<file path="config.mk">
export PLATFORM = sky130hd
export DESIGN_NAME = data_mem_ctrl
export DESIGN_NICKNAME = d
export VERILOG_FILES = /design/src/rtl/mem_ctrl_pkg.sv /design/src/rtl/sub_word_align.sv /design/src/rtl/data_mem_ctrl.sv
export SDC_FILE = /design/constraint.sdc
export NUM_CORES = 1
export LEC_CHECK = 0
export ABC_AREA = 1
export BUFFER_PORTS_ARGS = -buffer_cell sky130_fd_sc_hd__buf_2
export CORE_AREA = 2 2 125 127
export CTS_BUF_LIST = sky130_fd_sc_hd__clkbuf_4 sky130_fd_sc_hd__clkbuf_8 sky130_fd_sc_hd__clkbuf_16
export CTS_CLUSTER_DIAMETER = 120
export DETAILED_ROUTE_END_ITERATION = 7
export DIE_AREA = 0 0 127 129
export HOLD_SLACK_MARGIN = 0.1
export PLACE_DENSITY = 0.94
export SLEW_MARGIN = 20
export SYNTH_ARGS = -nofsm -noshare
export SYNTH_HDL_FRONTEND = slang
export SYNTH_SLANG_ARGS = --single-unit
</file>
<file path="constraint.sdc">
create_clock -name clk -period 3.4 [get_ports clk]
set_input_delay 0.34 -clock clk [delete_from_list [all_inputs] [get_ports clk]]
set_output_delay 0.34 -clock clk [all_outputs]
set_load 0.005 [all_outputs]
</file>
<file path="src/rtl/mem_ctrl_pkg.sv">
// Shared types for the data-side memory sequencer: access sizes, FSM states,
// transaction owner and the default MMIO window tag.
package mem_ctrl_pkg;

  typedef enum logic [1:0] {
    MEM_B = 2'b00,
    MEM_H = 2'b01,
    MEM_W = 2'b10
  } mem_size_t;

  typedef enum logic [1:0] {
    IDLE  = 2'b00,
    READ  = 2'b01,
    WRITE = 2'b10,
    DONE  = 2'b11
  } ctrl_state_t;

  typedef enum logic {
    OWN_CPU = 1'b0,
    OWN_LD  = 1'b1
  } owner_t;

  localparam logic [15:0] MMIO_HI_DEFAULT = 16'hFFFF;

  // Halfwords need an even address, words (and the unused size code) a
  // 4-byte aligned one; bytes are always aligned.
  function automatic logic is_misaligned(input logic [1:0] size, input logic [1:0] offset);
    logic mis;
    case (size)
      MEM_B:   mis = 1'b0;
      MEM_H:   mis = offset[0];
      default: mis = (offset != 2'b00);
    endcase
    return mis;
  endfunction

endpackage

</file>
<file path="src/rtl/sub_word_align.sv">
// Combinational lane logic: merges store data into a read word (RMW) and
// extracts/extends a byte or halfword lane from a loaded word.
module sub_word_align
  import mem_ctrl_pkg::*;
(
  input  logic [31:0] word,
  input  logic [31:0] wdata,
  input  logic [1:0]  size,
  input  logic [1:0]  offset,
  input  logic        is_unsigned,
  output logic [31:0] merged,
  output logic [31:0] extracted
);

  logic [7:0]  byte_lane;
  logic [15:0] half_lane;

  // Pick the addressed byte and halfword out of the word.
  always_comb begin
    byte_lane = 8'h00;
    case (offset)
      2'b00:   byte_lane = word[7:0];
      2'b01:   byte_lane = word[15:8];
      2'b10:   byte_lane = word[23:16];
      2'b11:   byte_lane = word[31:24];
      default: byte_lane = word[7:0];
    endcase
    if (offset[1]) begin
      half_lane = word[31:16];
    end else begin
      half_lane = word[15:0];
    end
  end

  // Replace only the addressed lane with the right-justified store data.
  always_comb begin
    merged = word;
    case (size)
      MEM_B: begin
        case (offset)
          2'b00:   merged[7:0]   = wdata[7:0];
          2'b01:   merged[15:8]  = wdata[7:0];
          2'b10:   merged[23:16] = wdata[7:0];
          2'b11:   merged[31:24] = wdata[7:0];
          default: merged        = word;
        endcase
      end
      MEM_H: begin
        if (offset[1]) begin
          merged[31:16] = wdata[15:0];
        end else begin
          merged[15:0] = wdata[15:0];
        end
      end
      default: merged = wdata;
    endcase
  end

  // Sign- or zero-extend the selected lane to a full word.
  always_comb begin
    extracted = word;
    case (size)
      MEM_B: begin
        if (is_unsigned) begin
          extracted = {24'h000000, byte_lane};
        end else begin
          extracted = {{24{byte_lane[7]}}, byte_lane};
        end
      end
      MEM_H: begin
        if (is_unsigned) begin
          extracted = {16'h0000, half_lane};
        end else begin
          extracted = {{16{half_lane[15]}}, half_lane};
        end
      end
      default: extracted = word;
    endcase
  end

endmodule

</file>
<file path="src/rtl/data_mem_ctrl.sv">
// Data-side memory port sequencer: arbitrates CPU load/store and loader word
// writes onto one word-wide port, doing RMW for sub-word stores and lane
// extraction for sub-word loads. All outputs are registered (Moore FSM).
module data_mem_ctrl
  import mem_ctrl_pkg::*;
#(
  parameter int          READ_LATENCY = 1,
  parameter logic [15:0] MMIO_HI      = MMIO_HI_DEFAULT
) (
  input  logic        clk,
  input  logic        reset,
  input  logic        CpuReq,
  input  logic        CpuWe,
  input  logic [1:0]  CpuSize,
  input  logic        CpuUnsigned,
  input  logic [31:0] CpuAddr,
  input  logic [31:0] CpuWData,
  output logic [31:0] CpuRData,
  output logic        CpuDone,
  output logic        CpuMisalign,
  input  logic        LdReq,
  input  logic [31:0] LdAddr,
  input  logic [31:0] LdData,
  output logic        LdDone,
  output logic [31:0] MemAddr,
  output logic [31:0] MemWData,
  output logic        MemWe,
  input  logic [31:0] MemRData
);

  localparam logic [1:0] LAT_M1 = 2'(READ_LATENCY - 1);

  ctrl_state_t state;
  owner_t      owner;
  mem_size_t   size_r;
  logic [1:0]  off_r;
  logic [31:0] wdata_r;
  logic        uns_r;
  logic        load_r;
  logic        mmio_r;
  logic [1:0]  cnt_r;

  logic        cpu_mmio_s;
  logic        cpu_mis_s;
  logic        cpu_rmw_path_s;
  logic [1:0]  lane_off_s;
  logic [31:0] merged_s;
  logic [31:0] extracted_s;

  assign cpu_mmio_s     = (CpuAddr[31:16] == MMIO_HI);
  assign cpu_mis_s      = is_misaligned(CpuSize, CpuAddr[1:0]);
  // Loads always read first; only non-MMIO sub-word stores need RMW.
  assign cpu_rmw_path_s = !CpuWe || (((CpuSize == MEM_B) || (CpuSize == MEM_H)) && !cpu_mmio_s);
  // MMIO words are treated as lane 0 for loads.
  assign lane_off_s     = mmio_r ? 2'b00 : off_r;

  sub_word_align u_align (
    .word        (MemRData),
    .wdata       (wdata_r),
    .size        (size_r),
    .offset      (lane_off_s),
    .is_unsigned (uns_r),
    .merged      (merged_s),
    .extracted   (extracted_s)
  );

  // Sequencer FSM: accept/arbitrate in IDLE, wait out read latency, single-cycle write, done pulse.
  always_ff @(posedge clk) begin
    if (reset) begin
      state       <= IDLE;
      owner       <= OWN_CPU;
      size_r      <= MEM_W;
      off_r       <= 2'b00;
      wdata_r     <= 32'h0000_0000;
      uns_r       <= 1'b0;
      load_r      <= 1'b0;
      mmio_r      <= 1'b0;
      cnt_r       <= 2'b00;
      CpuRData    <= 32'h0000_0000;
      CpuDone     <= 1'b0;
      CpuMisalign <= 1'b0;
      LdDone      <= 1'b0;
      MemAddr     <= 32'h0000_0000;
      MemWData    <= 32'h0000_0000;
      MemWe       <= 1'b0;
    end else begin
      CpuDone     <= 1'b0;
      CpuMisalign <= 1'b0;
      LdDone      <= 1'b0;
      MemWe       <= 1'b0;
      case (state)
        IDLE: begin
          if (LdReq) begin
            owner    <= OWN_LD;
            load_r   <= 1'b0;
            mmio_r   <= 1'b0;
            MemAddr  <= {LdAddr[31:2], 2'b00};
            MemWData <= LdData;
            MemWe    <= 1'b1;
            state    <= WRITE;
          end else if (CpuReq) begin
            owner   <= OWN_CPU;
            size_r  <= mem_size_t'(CpuSize);
            off_r   <= CpuAddr[1:0];
            wdata_r <= CpuWData;
            uns_r   <= CpuUnsigned;
            load_r  <= !CpuWe;
            mmio_r  <= cpu_mmio_s;
            if (cpu_mis_s) begin
              CpuDone     <= 1'b1;
              CpuMisalign <= 1'b1;
              state       <= DONE;
            end else if (cpu_rmw_path_s) begin
              MemAddr <= {CpuAddr[31:2], 2'b00};
              cnt_r   <= 2'b00;
              state   <= READ;
            end else begin
              MemAddr  <= {CpuAddr[31:2], 2'b00};
              MemWData <= CpuWData;
              MemWe    <= 1'b1;
              state    <= WRITE;
            end
          end else begin
            state <= IDLE;
          end
        end
        READ: begin
          if (cnt_r == LAT_M1) begin
            if (load_r) begin
              CpuRData <= extracted_s;
              CpuDone  <= 1'b1;
              state    <= DONE;
            end else begin
              MemWData <= merged_s;
              MemWe    <= 1'b1;
              state    <= WRITE;
            end
          end else begin
            cnt_r <= cnt_r + 2'd1;
          end
        end
        WRITE: begin
          if (owner == OWN_LD) begin
            LdDone <= 1'b1;
          end else begin
            CpuDone <= 1'b1;
          end
          state <= DONE;
        end
        DONE: begin
          state <= IDLE;
        end
        default: begin
          state <= IDLE;
        end
      endcase
    end
  end

endmodule

</file>
-- After elaboration in Yosys (flattened, before gate mapping)
Cells that the tools add are included.
- bits in registers: 144
- input port bits: 168
- $add $sub $neg: 1
- eq/ne operators: 20
- mux-type cells: 58
- bitwise operators: 3
- reductions and logical operators: 21
- operators with widths (cell ; number):
    $mux 32 ; 11
    $pmux 32 s2 ; 3
    $mux 16 ; 3
    $mux 8 ; 4
    $pmux 8 s4 ; 1
    $mux 2 ; 11
    $mux 1 ; 20
    $eq 16x16->1 const B ; 1
    $ne 2x2->1 const B ; 8
    $reduce_and 6->1 ; 2
    $logic_not 2->1 ; 5
    $ne 3x3->1 const B ; 3
    $reduce_and 3->1 ; 3
    $eq 2x1->1 const B ; 4
    $eq 2x2->1 const B ; 4
    $pmux 2 s4 ; 1
    $reduce_bool 2->1 ; 3
    $pmux 1 s2 ; 2
    $pmux 2 s2 ; 1
    $reduce_or 2->1 ; 2
    $not 1->1 ; 3
    $pmux 1 s3 ; 1
    $add 2x1->2 const B ; 1
    $logic_not 1->1 ; 2
    3 further kinds ; 4

-- Depth between registers and ports, before layout
- depth after elaboration: 9
- depth in mapped cells: 13

-- By module
Synthesis repeated with hierarchy kept, for this count alone.
- cells, all modules: 1207
- area, all modules: 7986.4 sq um
- modules (own cells, without submodules) (module ; instances ; cells an instance ; area an instance (sq um)):
    data_mem_ctrl ; 1 ; 883 ; 6392.4
    sub_word_align ; 1 ; 324 ; 1594.0

-- Worst setup path after synthesis
Ideal clock, no wire load.
- kind: reg-to-reg
- start: register state[1]
- end: register MemWData[23]
- arrival time: 1.590 ns
- data required time: 3.285 ns
- path slack: 1.695 ns
- stages on the path, launching flop included: 11
- clock period less this slack: 1.705 ns
- path through: dfxtp_1 -> inv_1 -> ha_1 -> buf_2 -> inv_2 -> buf_2 -> a211oi_4 -> buf_2 -> nand3_1 -> nand2_1 -> nor2_1
- longest elaborated chain between the ends: 3
- RTL lines (what ; line ; text):
    from (decl) ; data_mem_ctrl.sv:33 ; ctrl_state_t state;
    from (signal assigned) ; data_mem_ctrl.sv:70 ; state <= IDLE;
    from (signal assigned) ; data_mem_ctrl.sv:100 ; state <= WRITE;
    from (signal assigned) ; data_mem_ctrl.sv:112 ; state <= DONE;
    $eq 2x1->1 or $logic_not 2->1 (tied branches) ; data_mem_ctrl.sv:91 ; case (state)
    $ne 2x2->1 (no source line), or another cell as far along ; n/a ;
    $reduce_and 6->1 (no source line) ; n/a ;
    to (signal assigned) ; data_mem_ctrl.sv:98 ; MemWData <= LdData;
    to (signal assigned) ; data_mem_ctrl.sv:119 ; MemWData <= CpuWData;
    to (signal assigned) ; data_mem_ctrl.sv:134 ; MemWData <= merged_s;
    to (decl) ; data_mem_ctrl.sv:26 ; output logic [31:0] MemWData,
Parallel ways exist; a longest one is shown, timed or not.
A chain may end at the register's enable or synchronous reset.

-- Worst setup path after layout
- start: register mmio_r
- end: register CpuRData[16]
- longest elaborated chain between the ends: 5
- RTL lines (what ; line ; text):
    from (decl) ; data_mem_ctrl.sv:40 ; logic mmio_r;
    from (signal assigned) ; data_mem_ctrl.sv:108 ; mmio_r <= cpu_mmio_s;
    $mux 2 (*) ; data_mem_ctrl.sv:55 ; assign lane_off_s = mmio_r ? 2'b00 : off_r;
    $eq 2x2->1, or another cell as far along ; sub_word_align.sv:21 ; case (offset)
    $pmux 8 s4 ; sub_word_align.sv:21 ;
    $mux 32 ; sub_word_align.sv:64 ; if (is_unsigned) begin
    $pmux 32 s2 (*) ; sub_word_align.sv:62 ; case (size)
    to (signal assigned) ; data_mem_ctrl.sv:130 ; CpuRData <= extracted_s;
    to (decl) ; data_mem_ctrl.sv:18 ; output logic [31:0] CpuRData,
Mark *: on every way between the ends. The rest lies on a longest branch, timed or not.

==> metrics.txt <==
status complete, but fails checks; failing checks DRC; TritonCTS Buffers 17; Max Fclk around 0.42 GHz; Die X 127 µm; pin count of the biggest net entering global routing 63; Post-Route Utilization 0.664; HP Class input pin to flop; die area approximately 16000 µm²; H-tree depth 4; critical path peak fanout 56; I/O pin cnt ~270; max capacitance violation total 0; share of cells above drive strength 1 0.238; Hold Buf Count CTS 0; Worst Path Required ~3.7 ns; CTS resizes 0; CORE AREA between 10000 and 15000 µm²; final hold vios 0; Initial DRT Pass Iterations 8; Pleak 0.00493 µW; CTS sink count about 140; YS warnings 0; first-pass GRT wire length 43.5 mm; TritonCTS clock tree yes; Netlist cell types 45; Async SR Flop Fraction 0; DRT Wirelength ~28 mm; final instance area 9940 µm²; setup repair bufs after CTS 0; Clock power frac 0.331; drt initial violations ~1300; register share of total power 0.376; clock latency on the worst-skew pair ~0.43 ns; Layout Skew approximately 0.0093 ns; ys flop type dfxtp_1; dpl ws 1.11 ns; fraction of the cycle the final worst path needs 0.697; Pint 3550 µW; Placement Cell Area approximately 9400 µm²; area of the mapped netlist about 8100 µm²; CP startpoint kind flop; wire per inst 16.8 µm; final setup TNS 0 ns; Vias between 9000 and 10000; Final Max Slew Viols 0; Comb pwr share 0.293; Worst-path clk slew approximately 0.060 ns; std cell rows 45; register area share after synthesis 0.350; Yosys reg bits approximately 140; crit path DAT between 2 and 3 ns; vias in the first global route 8715; GP Congestion 1.00; peak supply drop roughly 0.00036 V; syn avg cell area approximately 6.5 µm²; RSZ-0062 raised after global routing no; antenna violations before repair 1; pwr/cell area between 500 and 600 nW/µm²; DRC 1; Port Buf Inserts between 200 and 300; Crit. End Element flop; Die H 129 µm; Final Critical Period between 2 and 2.5 ns; Final #Nets 1622; Switching Share 0.349; Setup Viol. Count Final 0; fin worst setup slack around 1.0 ns; grt ovf 0; EDFF count, synth 0; Slew headroom 0.413; routed vias/inst ~5.8; Total GRT Usage 0.332; pin slew with the least headroom to its limit just under 0.9 ns; worst-case clock buffer depth 2; Setup CP Type flop to flop; switching power total 1900 µW; starting density of the core 0.542; Post-DRT Antenna Nets 0; Area Overhead vs Synth 22.5%; hpwl dp between 15 and 20 mm; clk root buf clkbuf_16; cells after synthesis roughly 1200
-- cell usage in the layout, fill, tap and decap left out, drive strengths merged, types with 3 or more instances in the layout --
cell type	count
clkbuf	20
a22oi	7
o2111ai	3
a31oi	35
clkinv	4
nor2	86
a21oi	112
nand2	352
buf	279
ha	5
nand4	9
o21bai	23
clkinvlp	4
nand3	79
o22ai	8
dfxtp	142
o21ai	140
o211ai	34
inv	105
-- flip-flops by register name, indices dropped and copies added, names as in the netlist --
name,count
mmio_r,1
CpuMisalign,1
load_r,1
off_r,2
LdDone,1
owner,1
MemAddr,30
cnt_r,2
MemWData,32
CpuRData,32
size_r,2
state,2
MemWe,1
uns_r,1
CpuDone,1
wdata_r,32
-- layer usage --
metal	part of all wire	GRT usage	wire, µm
met4	0.045	0.163	1240
met1	0.38	0.399	10400
met2	0.48	0.575	13400
met5	0	0	0
met3	0.096	0.0620	2670
-- per-stage QoR --
step	power, µW	hold WS [ns]	cells
detailed placement	3620	0.439	1618
finish	5450	0.174	1651
CTS	5420	0.167	1650
global route	5730	0.176	1651
floorplan	3100	0.423	1244
global placement	3590	0.436	1618
-- cells in the mapped netlist (7+ instances only) --
library cell	count	area [µm²]
nand2_1	346	1300
dfxtp_1	142	2840
o21ai_0	124	621
a21oi_1	110	551
inv_1	95	357
nor2_1	80	300
nand3_1	77	385
clkbuf_1	47	176
a31oi_1	35	219
o211ai_1	34	255
buf_2	31	155
o21ai_1	16	80.1
o21bai_1	13	97.6
o21bai_2	10	113
nand4_1	9	56.3
buf_1	8	30.0
o22ai_1	8	50.1
a22oi_1	7	52.6
-- cell type report --
class | count | area, µm²
Clock inverter | 12 | 110
Fill cell | 1300 | 5030
Antenna cell | 1 | 2.50
Clock buffer | 20 | 460
Multi-Input combinational cell | 907 | 4460
Timing Repair Buffer | 279 | 1450
Sequential cell | 142 | 2840
Tap cell | 188 | 235
Inverter | 102 | 388
-- power groups by stage --
stage	registers [µW]	logic, µW	clock network, µW
finish	2050	1600	1810
global route	2070	1780	1880
CTS	2040	1570	1810
detailed placement	2070	1550	0
global placement	2070	1520	0
floorplan	2070	1020	0
-- logic make-up (layout without fill, tap and decap cells) --
group | after synthesis | count (layout) | share of synthesized area
adders and majority gates | 5 | 5 | 0.00771
buffers and inverters | 195 | 413 | 0.102
and+or+nand+nor | 528 | 528 | 0.270
other | 1 | 3 | 0.000462
AOI/OAI and AO/OA | 372 | 372 | 0.270
DFF | 142 | 142 | 0.350
-- worst paths after layout --
path                              startpoint      endpoint  slack [ns]  cells after the start
worst max-delay path                  mmio_r  CpuRData[16]        1.03                      9
worst min-delay path            CpuWData[10]   wdata_r[10]        0.17                      3
worst max register to register        mmio_r  CpuRData[16]        1.03                      9
worst min register to register         owner        LdDone        0.45                      2
-- worst max-delay path, stage by stage (launching register included) --
cell	delay, ns
dfxtp_1	0.53
inv_2	0.10
nand2_4	0.48
nand2_4	0.26
inv_4	0.17
a21oi_4	0.08
nand3_4	0.18
nand2_4	0.18
o21bai_1	0.22
inv_1	0.05
No activity file was read; power rests on OpenSTA's default activity.
